File: src/rtl/uart_mmio.sv
// uart_mmio: CPU-facing UART controller. Buffers CPU stores in a TX FIFO that
// drains as paced wr_en strobes, polls the serial model for RX bytes into an
// RX FIFO, and exposes DATA/STATUS/CTRL registers plus a level interrupt.
module uart_mmio #(
  parameter int unsigned TX_DEPTH = 8,
  parameter int unsigned RX_DEPTH = 8,
  parameter int unsigned TX_GAP   = 4,
  parameter int unsigned RX_POLL  = 16
) (
  input  logic        clk,
  input  logic        rst,
  input  logic        bus_sel,
  input  logic        bus_we,
  input  logic [1:0]  bus_addr,
  input  logic [31:0] bus_wdata,
  output logic [31:0] bus_rdata,
  output logic        bus_ready,
  output logic        tx_wr_en,
  output logic [7:0]  tx_wr_data,
  output logic        rx_rd_en,
  input  logic [7:0]  rx_rd_data,
  input  logic        rx_rd_valid,
  output logic        irq
);

  localparam int unsigned TX_AW  = $clog2(TX_DEPTH);
  localparam int unsigned TX_CW  = TX_AW + 1;
  localparam int unsigned RX_AW  = $clog2(RX_DEPTH);
  localparam int unsigned RX_CW  = RX_AW + 1;
  localparam int unsigned GAP_W  = $clog2(TX_GAP + 1);
  localparam int unsigned POLL_W = $clog2(RX_POLL + 1);

  localparam logic [1:0] TXS_IDLE  = 2'd0;
  localparam logic [1:0] TXS_SEND  = 2'd1;
  localparam logic [1:0] TXS_GAP   = 2'd2;
  localparam logic [1:0] RXS_WAIT  = 2'd0;
  localparam logic [1:0] RXS_PROBE = 2'd1;
  localparam logic [1:0] RXS_CAPT  = 2'd2;

  logic [7:0]        tx_mem_q [TX_DEPTH];
  logic [TX_AW-1:0]  tx_wp_q, tx_rp_q;
  logic [TX_CW-1:0]  tx_cnt_q, tx_cnt_d;
  logic [7:0]        rx_mem_q [RX_DEPTH];
  logic [RX_AW-1:0]  rx_wp_q, rx_rp_q;
  logic [RX_CW-1:0]  rx_cnt_q, rx_cnt_d;

  logic [1:0]        tx_state_q, tx_state_d;
  logic [GAP_W-1:0]  gap_q, gap_d;
  logic [1:0]        rx_state_q, rx_state_d;
  logic [POLL_W-1:0] poll_q, poll_d;

  logic              tx_drop_q;
  logic [3:0]        ctrl_q;

  logic [31:0]       bus_rdata_q;
  logic              bus_ready_q;
  logic              tx_wr_en_q;
  logic [7:0]        tx_wr_data_q;
  logic              rx_rd_en_q;
  logic              irq_q;

  logic acc_wr, acc_rd;
  logic tx_full, tx_empty, tx_idle, rx_full, rx_empty;
  logic tx_push, tx_pop, rx_push, rx_pop;
  logic [31:0] status, rd_mux;
  logic unused_wdata;

  assign acc_wr   = bus_sel & bus_we;
  assign acc_rd   = bus_sel & ~bus_we;
  assign tx_full  = (tx_cnt_q == TX_CW'(TX_DEPTH));
  assign tx_empty = (tx_cnt_q == '0);
  assign tx_idle  = tx_empty & (tx_state_q == TXS_IDLE);
  assign rx_full  = (rx_cnt_q == RX_CW'(RX_DEPTH));
  assign rx_empty = (rx_cnt_q == '0);

  // Full/empty are judged on pre-edge counts, so a write to a full FIFO drops
  // even when the sender pops in the same cycle.
  assign tx_push  = acc_wr & (bus_addr == 2'd0) & ~tx_full;
  assign tx_pop   = (tx_state_q == TXS_SEND);
  assign rx_push  = (rx_state_q == RXS_CAPT) & rx_rd_valid;
  assign rx_pop   = acc_rd & (bus_addr == 2'd0) & ~rx_empty;
  assign tx_cnt_d = tx_cnt_q + TX_CW'(tx_push) - TX_CW'(tx_pop);
  assign rx_cnt_d = rx_cnt_q + RX_CW'(rx_push) - RX_CW'(rx_pop);

  assign status = {12'd0, 4'(rx_cnt_q), 4'd0, 4'(tx_cnt_q),
                   4'd0, tx_drop_q, tx_idle, tx_full, ~rx_empty};
  assign unused_wdata = ^bus_wdata[31:8];

  // Read-data select for the register map
  always_comb begin
    rd_mux = '0;
    case (bus_addr)
      2'd0:    rd_mux = {24'd0, rx_empty ? 8'd0 : rx_mem_q[rx_rp_q]};
      2'd1:    rd_mux = status;
      2'd2:    rd_mux = {28'd0, ctrl_q};
      default: rd_mux = '0;
    endcase
  end

  // TX sequencer: one-cycle SEND, then TX_GAP cycles of GAP before IDLE
  always_comb begin
    tx_state_d = tx_state_q;
    gap_d      = gap_q;
    case (tx_state_q)
      TXS_IDLE: if (ctrl_q[0] && !tx_empty) tx_state_d = TXS_SEND;
      TXS_SEND: begin
        tx_state_d = TXS_GAP;
        gap_d      = '0;
      end
      TXS_GAP: begin
        if (gap_q == GAP_W'(TX_GAP - 1)) tx_state_d = TXS_IDLE;
        else                             gap_d      = gap_q + GAP_W'(1);
      end
      default: tx_state_d = TXS_IDLE;
    endcase
  end

  // RX poller: wait RX_POLL cycles (saturating while blocked), probe, capture
  always_comb begin
    rx_state_d = rx_state_q;
    poll_d     = poll_q;
    case (rx_state_q)
      RXS_WAIT: begin
        if (poll_q == POLL_W'(RX_POLL - 1)) begin
          if (ctrl_q[1] && !rx_full) rx_state_d = RXS_PROBE;
        end else begin
          poll_d = poll_q + POLL_W'(1);
        end
      end
      RXS_PROBE: rx_state_d = RXS_CAPT;
      RXS_CAPT: begin
        rx_state_d = RXS_WAIT;
        poll_d     = '0;
      end
      default: begin
        rx_state_d = RXS_WAIT;
        poll_d     = '0;
      end
    endcase
  end

  // FIFO storage; contents need no reset since pointers/counts define validity
  always_ff @(posedge clk) begin
    if (tx_push) tx_mem_q[tx_wp_q] <= bus_wdata[7:0];
    if (rx_push) rx_mem_q[rx_wp_q] <= rx_rd_data;
  end

  // FIFO pointers, FSM state and control/status registers
  always_ff @(posedge clk) begin
    if (rst) begin
      tx_wp_q    <= '0;
      tx_rp_q    <= '0;
      tx_cnt_q   <= '0;
      rx_wp_q    <= '0;
      rx_rp_q    <= '0;
      rx_cnt_q   <= '0;
      tx_state_q <= TXS_IDLE;
      gap_q      <= '0;
      rx_state_q <= RXS_WAIT;
      poll_q     <= '0;
      tx_drop_q  <= 1'b0;
      ctrl_q     <= 4'b0011;
    end else begin
      if (tx_push) tx_wp_q <= tx_wp_q + TX_AW'(1);
      if (tx_pop)  tx_rp_q <= tx_rp_q + TX_AW'(1);
      if (rx_push) rx_wp_q <= rx_wp_q + RX_AW'(1);
      if (rx_pop)  rx_rp_q <= rx_rp_q + RX_AW'(1);
      tx_cnt_q   <= tx_cnt_d;
      rx_cnt_q   <= rx_cnt_d;
      tx_state_q <= tx_state_d;
      gap_q      <= gap_d;
      rx_state_q <= rx_state_d;
      poll_q     <= poll_d;
      if (acc_wr && bus_addr == 2'd0 && tx_full)            tx_drop_q <= 1'b1;
      else if (acc_wr && bus_addr == 2'd1 && bus_wdata[3])  tx_drop_q <= 1'b0;
      if (acc_wr && bus_addr == 2'd2) ctrl_q <= bus_wdata[3:0];
    end
  end

  // Registered outputs; strobes follow the FSMs' next state so they align with SEND/PROBE
  always_ff @(posedge clk) begin
    if (rst) begin
      bus_rdata_q  <= '0;
      bus_ready_q  <= 1'b0;
      tx_wr_en_q   <= 1'b0;
      tx_wr_data_q <= '0;
      rx_rd_en_q   <= 1'b0;
      irq_q        <= 1'b0;
    end else begin
      bus_ready_q <= bus_sel;
      bus_rdata_q <= acc_rd ? rd_mux : '0;
      tx_wr_en_q  <= (tx_state_d == TXS_SEND);
      if (tx_state_d == TXS_SEND) tx_wr_data_q <= tx_mem_q[tx_rp_q];
      rx_rd_en_q  <= (rx_state_d == RXS_PROBE);
      irq_q       <= (ctrl_q[2] & ~rx_empty) | (ctrl_q[3] & tx_idle);
    end
  end

  assign bus_rdata  = bus_rdata_q;
  assign bus_ready  = bus_ready_q;
  assign tx_wr_en   = tx_wr_en_q;
  assign tx_wr_data = tx_wr_data_q;
  assign rx_rd_en   = rx_rd_en_q;
  assign irq        = irq_q;

endmodule

File: config.mk
export PLATFORM = sky130hd
export DESIGN_NAME = uart_mmio
export DESIGN_NICKNAME = d
export VERILOG_FILES = /design/src/rtl/uart_mmio.sv
export SDC_FILE = /design/constraint.sdc
export NUM_CORES = 1
export LEC_CHECK = 0
export ABC_AREA = 1
export ABC_CLOCK_PERIOD_IN_PS = 2310
export BUFFER_PORTS_ARGS = -buffer_cell sky130_fd_sc_hd__buf_4
export CORE_MARGIN = 8
export CORE_UTILIZATION = 50
export DETAILED_ROUTE_END_ITERATION = 7
export PLACE_DENSITY = 0.72
export SLEW_MARGIN = 20
export SYNTH_ARGS = -nofsm -noshare
export SYNTH_HDL_FRONTEND = slang
export SYNTH_SLANG_ARGS = --single-unit
File: constraint.sdc
create_clock -name clk -period 2.31 [get_ports clk]
set_clock_uncertainty 0.2 [all_clocks]
set_input_delay 0.462 -clock clk [delete_from_list [all_inputs] [get_ports clk]]
set_output_delay 0.462 -clock clk [all_outputs]
set_load 0.005 [all_outputs]
Yosys cells after proc, flatten, opt, wreduce, memory -nomap -nowiden
Memory sizes are Yosys's and may differ from the RTL's. A register that Yosys moved wholly into a read port is not among the register bits. Cells that the tools add are included.

Muxes and demuxes: 20. Add/sub/neg operators: 10. Bitwise logic cells: 16. Equal/unequal tests: 14. Reduce and logical (&&, ||, !) cells: 19.

Operator list (number): $pmux W20 S3 (1); $add A3 B1 Y3 const B (5); $and A1 B1 Y1 (10); $eq A2 B1 Y1 const B (5); $pmux W5 S2 (1); $mux W3 (3); $add A4 B1 Y4 (2); $eq A4 B4 Y1 const B (2); $logic_not A4 Y1 (2); $mux W2 (4); $mux W8 (1); $sub A4 B1 Y4 (2); $logic_and A1 B1 Y1 (7); $eq A2 B2 Y1 const B (3); $logic_not A2 Y1 (3); $mux W1 (6); $pmux W2 S3 (1); $pmux W3 S2 (1); $add A5 B1 Y5 const B (1); $eq A5 B4 Y1 const B (1); $mux W5 (1); $not A1 Y1 (5); $ne A2 B2 Y1 const B (2); $pmux W2 S2 (1); 6 further kinds (9).

Register bits after elaboration: 73. Memories: 2. Bits in writable memories: 128.

Memories: rx_mem_q (words 8, bits a word 8, read ports 1, clocked after Yosys merged registers in 1, wr ports 1, RTL line 43) `logic [7:0] rx_mem_q [RX_DEPTH];`; tx_mem_q (words 8, bits a word 8, read ports 1, clocked after Yosys merged registers in 1, wr ports 1, RTL line 40) `logic [7:0] tx_mem_q [TX_DEPTH];`.

Logic depth before layout (Yosys ltp)
Gate-level depths: netlist of run 1.

Word-level depth: 7. Gate-level depth with buffers: 14.

Worst setup path before layout of run 1
OpenSTA, ideal clock, no wires.

Path kind: input to register. Start: input bus_addr[1]. End: register tx_cnt_q[2]. Required time: 1.982 ns. Slack: 0.161 ns. Stages on the path: 11. Arrival time: 1.821 ns. Library setup time: 0.128 ns. Cell sequence: inv_2 > nand2_1 > nor2_2 > nand2_2 > ha_1 > inv_1 > ha_1 > inv_1 > fa_1 > xor2_1 > nor2_1.

Longest elaborated chain between the ends: 5.

RTL lines: start: declaration (RTL line 14) `input logic [1:0] bus_addr,`; $logic_not A2 Y1 (RTL line 78) `assign tx_push = acc_wr & (bus_addr == 2'd0) & ~tx_full;`; $and A1 B1 Y1 (2 in a row) (RTL line 78); $add A4 B1 Y4 (RTL line 82) `assign tx_cnt_d = tx_cnt_q + TX_CW'(tx_push) - TX_CW'(tx_pop);`; $sub A4 B1 Y4 (RTL line 82); end signal: assignment (RTL line 168) `tx_cnt_q <= tx_cnt_d;`; end: declaration (RTL line 42) `logic [TX_CW-1:0] tx_cnt_q, tx_cnt_d;`.

Every way passes these cells. A chain may end at the register's enable or synchronous reset.

Worst setup path in the final report of run 1
Start: register rx_cnt_q[2]. End: register rx_cnt_q[1].

Longest elaborated chain between the ends: 4.

RTL lines: start: declaration (RTL line 45) `logic [RX_CW-1:0] rx_cnt_q, rx_cnt_d;`; start signal: assignment (RTL line 169) `rx_cnt_q <= rx_cnt_d;`; $logic_not A4 Y1 (RTL line 74) `assign rx_empty = (rx_cnt_q == '0);`; $not A1 Y1 (RTL line 81) `assign rx_pop = acc_rd & (bus_addr == 2'd0) & ~rx_empty;`; $and A1 B1 Y1 (RTL line 81); $sub A4 B1 Y4 (RTL line 83) `assign rx_cnt_d = rx_cnt_q + RX_CW'(rx_push) - RX_CW'(rx_pop);`; named net rx_cnt_d[1] (RTL line 45).

The timed path passes the listed nets, and every way through them passes these cells.

==> results.sh, run 1 <==
export IMPL_diodes_inserted=0
export IMPL_area_enclosed_by_the_die_boundary_um2=20820
export IMPL_worst_ep_arrival_time_ps=2310
export IMPL_h_tree_depth=4
export IMPL_post_synth_top_count_cell="sky130_fd_sc_hd__nand2_1"
export IMPL_holdPathEnd="poll_q[4]$_SDFFE_PP0P_"
export IMPL_boundaryPins=91
export IMPL_synth_warnings=0
export IMPL_leakage_nw=4.043
export IMPL_final_max_slew_violation_count=0
export IMPL_cts_tree="done"
export IMPL_r2r_worst_path_cells=11
export IMPL_drive_gt1_share_pct=15.38
export IMPL_dp_final_hpwl_mm=11.07
export IMPL_timing_slew_headroom_pct=60.58
export IMPL_cts_hold_buffers_added=0
export IMPL_seqCellArea_um2=5205
export IMPL_status="complete, no violations"
export IMPL_netlist_top_cells_count="sky130_fd_sc_hd__nand2_1, sky130_fd_sc_hd__edfxtp_1, sky130_fd_sc_hd__inv_1"
export IMPL_syn_mean_instance_area_um2=9.842
export IMPL_cts_inserted_buffers=17
export IMPL_first_iter_violations=456
export IMPL_worst_setup_path_end_kind="flop"
export IMPL_finalCritPeriodShare_pct=95.23
export IMPL_synth_distinct_cells=36
export IMPL_rsz0062_at_grt="yes"
export IMPL_ys_top_cells_by_area="sky130_fd_sc_hd__edfxtp_1, sky130_fd_sc_hd__dfxtp_1, sky130_fd_sc_hd__nand2_1, sky130_fd_sc_hd__inv_1, sky130_fd_sc_hd__nand3_1"
export IMPL_timing_critical_path_from_type="flop"
export IMPL_average_routed_wire_per_standard_cell_um=14.55
export IMPL_tightestPinTransition_ps=590.4
export IMPL_grtUsageTotal_pct=16.99
export IMPL_detail_route_antenna_nets=0
export IMPL_slowest_delay_ps=420
export IMPL_clk_transition_reported_paths_ps=70
export IMPL_synth_sequential_area_ratio_pct=63.26
export IMPL_cpMaxStageDelayCell="sky130_fd_sc_hd__fa_1"
export IMPL_synth_ff_type="sky130_fd_sc_hd__edfxtp_1"
export IMPL_wirelength_mm=16.63
export IMPL_finalSetupViolCount=0
export IMPL_io_buffers=50
export IMPL_timing_worst_setup_path_type="flop to flop"
export IMPL_grt_pass1_wl_mm=26.81
export IMPL_worst_skew_pair_late_latency_ps=440
export IMPL_effective_utilization_at_floorplan_pct=50.33
export IMPL_rr_endpoint="rx_cnt_q[1]$_SDFF_PP0_"
export IMPL_detailroute_via_count=5602
export IMPL_place_congestion=0.8011
export IMPL_timing_hold_ws_ps=42.75
export IMPL_synth_area_um2=8228
export IMPL_cp_cell_sequence="inv_1 -> ha_1 -> nand3_2 -> nand2_2 -> nor3_4 -> nand2_2 -> nand2_1 -> ha_1 -> fa_1 -> inv_1 -> nor2_1"
export IMPL_clock_root_buffer="sky130_fd_sc_hd__clkbuf_16"
export IMPL_report_final_hold_viol_count=0
export IMPL_hold_start="rst"
export IMPL_layout_filler_cells=1395
export IMPL_area_leader_netlist="sky130_fd_sc_hd__edfxtp_1"
export IMPL_drt_pre_antenna_iters=5
export IMPL_totalPowerFinal_mw=8.685
export IMPL_remaining_drc_errors=0
export IMPL_area_growth_synth_to_final_pct=16.48
export IMPL_grt_remaining_overflow=0
export IMPL_sinks_on_clock_net=196
export IMPL_post_route_setup_tns_ps=0
export IMPL_max_capacitance_violation_count=0
export IMPL_critPathTopFamily="adder cells"
export IMPL_synth_top_area_share_pct=46.72
export IMPL_timing_critical_path_fanout_max=4
export IMPL_multi_input_area_um2=2375
export IMPL_grt_max_degree=35
export IMPL_postSynthRegisterBits=196
export IMPL_hold_depth=2
export IMPL_chipHeight_um=144.3
export IMPL_critical_path_startpoint="rx_cnt_q[2]$_SDFF_PP0_"
export IMPL_critPathBufInv=2
export IMPL_power_density_nw_per_um2=906.2
export IMPL_async_flop_share_pct=0
export IMPL_synth_enable_flop_cells=128
export IMPL_clk_path_buf_depth=2
export IMPL_setup_reg_to_reg_worst_slack_ps=110
export IMPL_max_freq_mhz=454.6
export IMPL_number_of_global_route_vias_before_repair=5474
export IMPL_timing_critical_path_required_ps=2430
export IMPL_final_min_clock_period_ps=2200
export IMPL_floorplan_core_area_um2=16350
export IMPL_routed_via_density=4.901
export IMPL_nets=978
export IMPL_grt_antenna_before_repair=0
export IMPL_die_x_um=144.3
export IMPL_ir_drop_uv=530.1
export IMPL_hp_class="primary input to flop"
export IMPL_reg2reg_from="rx_cnt_q[2]$_SDFF_PP0_"
export IMPL_netlist_instances=836
export IMPL_std_cell_rows=47
[registers in the layout, indices dropped and copies added (netlist names), 2 cells and up, named ones only]
name / cells
rx_cnt_q: 4
rx_state_q: 2
tx_wp_q: 3
rx_wp_q: 3
tx_wr_data: 8
tx_rp_q: 3
rx_mem_q: 64
tx_mem_q: 64
rx_rp_q: 3
poll_q: 5
bus_rdata: 16
tx_cnt_q: 4
ctrl_q: 4
gap_q: 3
tx_state_q: 2
[worst reg2reg max path, delay by kind of cell, from the launching register on]
kind                     cells  cell delay (ps)
AND/OR/NAND/NOR              6              620
buffers and inverters        2              150
flip-flops                   1              310
adder cells (fa/ha/maj)      3              800
[power breakdown]
group          switching, mW  internal [mW]  leakage [nW]
combinational           1.03          0.622          2.03
clock                   1.28           1.72         0.309
sequential             0.123           3.90          1.70
[routing by layer]
| metal | track usage (%) | vias to the layer above | part of all wire (%) |
|---|---|---|---|
| met1 | 19.66 | 2599 | 42 |
| met3 | 3.665 | 30 | 4.9 |
| li1 | - | 2846 | - |
| met4 | 8.215 | 0 | 2.5 |
| met5 | 0 | - | 0 |
| met2 | 29.39 | 127 | 51 |
[repair_timing]
action,4_1_cts,5_1_grt
setup endpoints to repair,0,5
buffers inserted,0,1
resized for setup,0,7
[per-stage QoR]
stage	setup slack [ps]	instances	instance area [um2]	utilization (%)
final	110.2	1143	9584	58.63
after detailed placement	-48.67	1110	8926	54.60
after floorplan	161.4	851	8284	-
after global placement	13.82	1110	8926	54.60
after CTS	42.39	1142	9548	58.40
after global routing	-10.44	1143	9584	58.63
[worst max-delay path by stage]
stage	cells after the start	end	slack (ps)
after floorplan	11	tx_cnt_q[2]$_SDFF_PP0_	160
after global routing	11	rx_cnt_q[1]$_SDFF_PP0_	-10
final	11	rx_cnt_q[1]$_SDFF_PP0_	110
after global placement	12	tx_cnt_q[2]$_SDFF_PP0_	10
after CTS	11	rx_cnt_q[1]$_SDFF_PP0_	40
after detailed placement	12	tx_cnt_q[2]$_SDFF_PP0_	-50
[placed cells by master, fill, tap and decap left out, types with 15 or more instances in the layout]
cell type and count:
sky130_fd_sc_hd__dfxtp_1 68, sky130_fd_sc_hd__conb_1 16, sky130_fd_sc_hd__edfxtp_1 128, sky130_fd_sc_hd__nand3_1 82, sky130_fd_sc_hd__o21ai_0 22, sky130_fd_sc_hd__nor3_1 15
sky130_fd_sc_hd__nand2_1 182, sky130_fd_sc_hd__ha_1 18, sky130_fd_sc_hd__inv_1 116, sky130_fd_sc_hd__a21oi_1 32, sky130_fd_sc_hd__clkbuf_16 19, sky130_fd_sc_hd__buf_4 84
sky130_fd_sc_hd__nor2_1 73
[cells by family (layout without fill, tap and decap cells)]
group | count (synthesis) | after routing | synth area share, %
AO/OA/AOI/OAI | 76 | 76 | 5.155
XOR/XNOR | 3 | 3 | 0.3194
adder cells (fa/ha/maj) | 21 | 21 | 3.376
buffers and inverters | 171 | 243 | 8.911
flip-flops | 196 | 196 | 63.26
other | 1 | 16 | 0.04558
AND/OR/NAND/NOR | 368 | 368 | 18.93
[area by class of cell]
class	instances	share of cell area [%]
flip-flops and latches	196	54.31
clock inverters	10	1.097
multi-input cells	484	24.78
clock buffers	22	5.392
well taps	220	2.872
repair buffers	84	6.580
inverters	127	4.974
Power figures use the tool's default switching activity.
==> run 2: changes to the inputs <==
- ABC_AREA: 1 -> default
- CORE_UTILIZATION: 50 -> 52
- PLACE_DENSITY: 0.72 -> 0.75
==> results.sh, run 2 <==
export IMPL_clock_root_buffer="sky130_fd_sc_hd__clkbuf_16"
export IMPL_timing_worst_setup_path_type="flop to flop"
export IMPL_fin_ws_ps=-82.31
export IMPL_sinks_on_clock_net=196
export IMPL_ys_top_cells_by_area="sky130_fd_sc_hd__edfxtp_1, sky130_fd_sc_hd__dfxtp_1, sky130_fd_sc_hd__mux4_2, sky130_fd_sc_hd__ha_1, sky130_fd_sc_hd__nor2_1"
export IMPL_synth_warnings=0
export IMPL_clock_power_share_pct=32.9
export IMPL_hp_class="primary input to flop"
export IMPL_timing_slew_headroom_pct=61.04
export IMPL_max_capacitance_violation_count=0
export IMPL_cts_inserted_buffers=17
export IMPL_synth_distinct_cells=47
export IMPL_syn_mean_instance_area_um2=15.09
export IMPL_critical_path_startpoint="tx_cnt_q[2]$_SDFF_PP0_"
export IMPL_boundaryPins=91
export IMPL_async_flop_share_pct=0
export IMPL_nets=681
export IMPL_power_frac_seq_pct=46.7
export IMPL_pwr_share_comb_pct=20.4
export IMPL_wirelength_mm=14.91
export IMPL_grt_pass1_wl_mm=23.32
export IMPL_slowest_delay_ps=410
export IMPL_die_x_um=137.8
export IMPL_p_int_mw=6.358
export IMPL_cts_hold_buffers_added=0
export IMPL_cp_cell_sequence="inv_2 -> ha_4 -> nor3b_4 -> or3b_4 -> ha_4 -> inv_4 -> ha_4 -> inv_2 -> fa_2 -> xor2_1 -> nor2_1"
export IMPL_grt_max_degree=31
export IMPL_average_routed_wire_per_standard_cell_um=18.41
export IMPL_finish_utilization_pct=64.70
export IMPL_synth_enable_flop_cells=128
export IMPL_max_freq_mhz=418.0
export IMPL_netlist_top_cells_count="sky130_fd_sc_hd__edfxtp_1, sky130_fd_sc_hd__dfxtp_1, sky130_fd_sc_hd__nor2_1"
export IMPL_synth_sequential_area_ratio_pct=67.50
export IMPL_drive_gt1_share_pct=32.43
export IMPL_ir_drop_uv=567.1
export IMPL_violations_in_the_final_reports="setup timing"
export IMPL_hold_start="rx_rd_data[4]"
export IMPL_drt_pre_antenna_iters=4
export IMPL_synth_top_area_share_pct=49.85
export IMPL_rsz0062_at_grt="yes"
export IMPL_effective_utilization_at_floorplan_pct=53.06
export IMPL_final_min_clock_period_ps=2392
export IMPL_detail_route_antenna_nets=0
export IMPL_sw_frac_of_total_pct=25.88
export IMPL_first_iter_violations=246
export IMPL_worst_setup_path_end_kind="flop"
export IMPL_clk_path_buf_depth=2
export IMPL_status="finished, violations left"
export IMPL_synth_ff_type="sky130_fd_sc_hd__edfxtp_1"
export IMPL_grtUsageTotal_pct=16.43
export IMPL_grt_antenna_before_repair=0
export IMPL_synth_area_um2=7711
export IMPL_layout_filler_cells=985
export IMPL_final_max_slew_violation_count=0
export IMPL_timing_critical_path_fanout_max=2
export IMPL_reg2reg_from="tx_cnt_q[2]$_SDFF_PP0_"
export IMPL_place_congestion=0.7851
export IMPL_dp_final_hpwl_mm=9.884
export IMPL_leakage_nw=3.375
export IMPL_power_density_nw_per_um2=912.2
export IMPL_detailroute_via_count=4390
export IMPL_finalCritPeriodShare_pct=103.6
export IMPL_remaining_drc_errors=0
export IMPL_worst_skew_pair_late_latency_ps=430
export IMPL_p_switching_mw=2.220
export IMPL_timing_hold_ws_ps=63.96
export IMPL_postSynthRegisterBits=196
export IMPL_post_synth_top_count_cell="sky130_fd_sc_hd__edfxtp_1"
export IMPL_critical_path_most_common_cell="sky130_fd_sc_hd__ha_4"
export IMPL_diodes_inserted=0
export IMPL_timing_critical_path_from_type="flop"
export IMPL_h_tree_depth=4
export IMPL_layout_cells_most_common="sky130_fd_sc_hd__edfxtp_1"
export IMPL_grt_remaining_overflow=0
export IMPL_multi_input_area_um2=2479
export IMPL_area_leader_netlist="sky130_fd_sc_hd__edfxtp_1"
export IMPL_cts_tree="done"
export IMPL_area_enclosed_by_the_die_boundary_um2=18980
export IMPL_timing_critical_path_required_ps=2410
export IMPL_area_growth_synth_to_final_pct=21.95
export IMPL_floorplan_core_area_um2=14530
export IMPL_worst_ep_arrival_time_ps=2490
export IMPL_routed_via_density=5.420
export IMPL_std_cell_rows=44
export IMPL_clk_transition_reported_paths_ps=60
export IMPL_io_buffers=50
export IMPL_netlist_instances=511
export IMPL_seqCellArea_um2=5207
export IMPL_finalSetupViolCount=20
export IMPL_cpMaxStageDelayCell="sky130_fd_sc_hd__or3b_4"
export IMPL_report_final_hold_viol_count=0
export IMPL_number_of_global_route_vias_before_repair=4437
export IMPL_chipHeight_um=137.8
export IMPL_tightestPinTransition_ps=583.6
export IMPL_layout_common_cells="sky130_fd_sc_hd__edfxtp_1, sky130_fd_sc_hd__buf_4, sky130_fd_sc_hd__dfxtp_1"
run 2: kinds of logic (layout without fill, tap and decap cells):
logic type / after synthesis / in the layout / share of synthesized area [%]
buffers and inverters: 56 / 156 / 3.748
adder cells (fa/ha/maj): 21 / 21 / 3.602
other: 1 / 16 / 0.04863
XOR/XNOR: 14 / 14 / 1.590
AO/OA/AOI/OAI: 40 / 40 / 3.472
AND/OR/NAND/NOR: 136 / 136 / 8.876
flip-flops: 196 / 196 / 67.50
multiplexers: 47 / 47 / 11.16
run 2: power by group through the flow:
stage	Sequential, mW	Clock, mW	Combinational, mW
2_1_floorplan	4.06	0	1.13
3_3_place_gp	4.05	0	1.58
3_5_place_dp	4.06	0	1.64
4_1_cts	4.00	2.88	1.70
5_1_grt	4.02	2.99	1.94
6_report	4.00	2.82	1.75
run 2: layout make-up:
class	count	share of cell area [%]
Sequential cell	196	55.38
Multi-Input combinational cell	274	26.36
Timing Repair Buffer	106	9.047
Clock buffer	20	4.643
Tap cell	184	2.448
Clock inverter	12	1.384
Inverter	18	0.7451
run 2: critical path, delay by kind of cell (launching register included):
| kind | cells | cell delay (ps) |
|---|---|---|
| xor gates and xnor gates | 1 | 150 |
| buffers and inverters | 3 | 140 |
| and+or+nand+nor | 3 | 610 |
| DFF | 1 | 330 |
| adders and majority gates | 4 | 840 |
run 2: path summary, 6_finish.rpt:
kind / end / slack [ps] / cells past startpoint
max: tx_cnt_q[2]$_SDFF_PP0_ / -80 / 11
min: rx_mem_q[5][4]$_DFFE_PP_ / 60 / 1
max reg2reg: tx_cnt_q[2]$_SDFF_PP0_ / -80 / 11
min reg2reg: bus_rdata[10]$_SDFF_PP0_ / 260 / 1
run 2: stage by stage:
stage | power (mW) | TNS [ps] | setup slack, ps | std cells | instance area (um2)
finish | 8.578 | -947.6 | -82.31 | 810 | 9404
global route | 8.949 | -2825 | -155.6 | 810 | 9404
CTS | 8.578 | -1288 | -74.93 | 809 | 9318
detailed placement | 5.703 | -11620 | -293.0 | 774 | 8675
global placement | 5.637 | -11900 | -314.3 | 774 | 8675
floorplan | 5.185 | -2400 | -151.9 | 526 | 7875
run 2: layer usage:
layer,track usage (%),vias up,part of all wire [%]
met2,27.43,108,52
met4,6.985,0,1.7
met5,0,-,0
li1,-,2068,-
met1,19.93,2194,41
met3,4.121,20,5.6
run 2: repair_timing:
action / in CTS / in global routing
pin swaps: 8 / 5
gates resized for setup: 12 / 17
setup endpoints to repair: 46 / 63
buffers inserted: 3 / 1
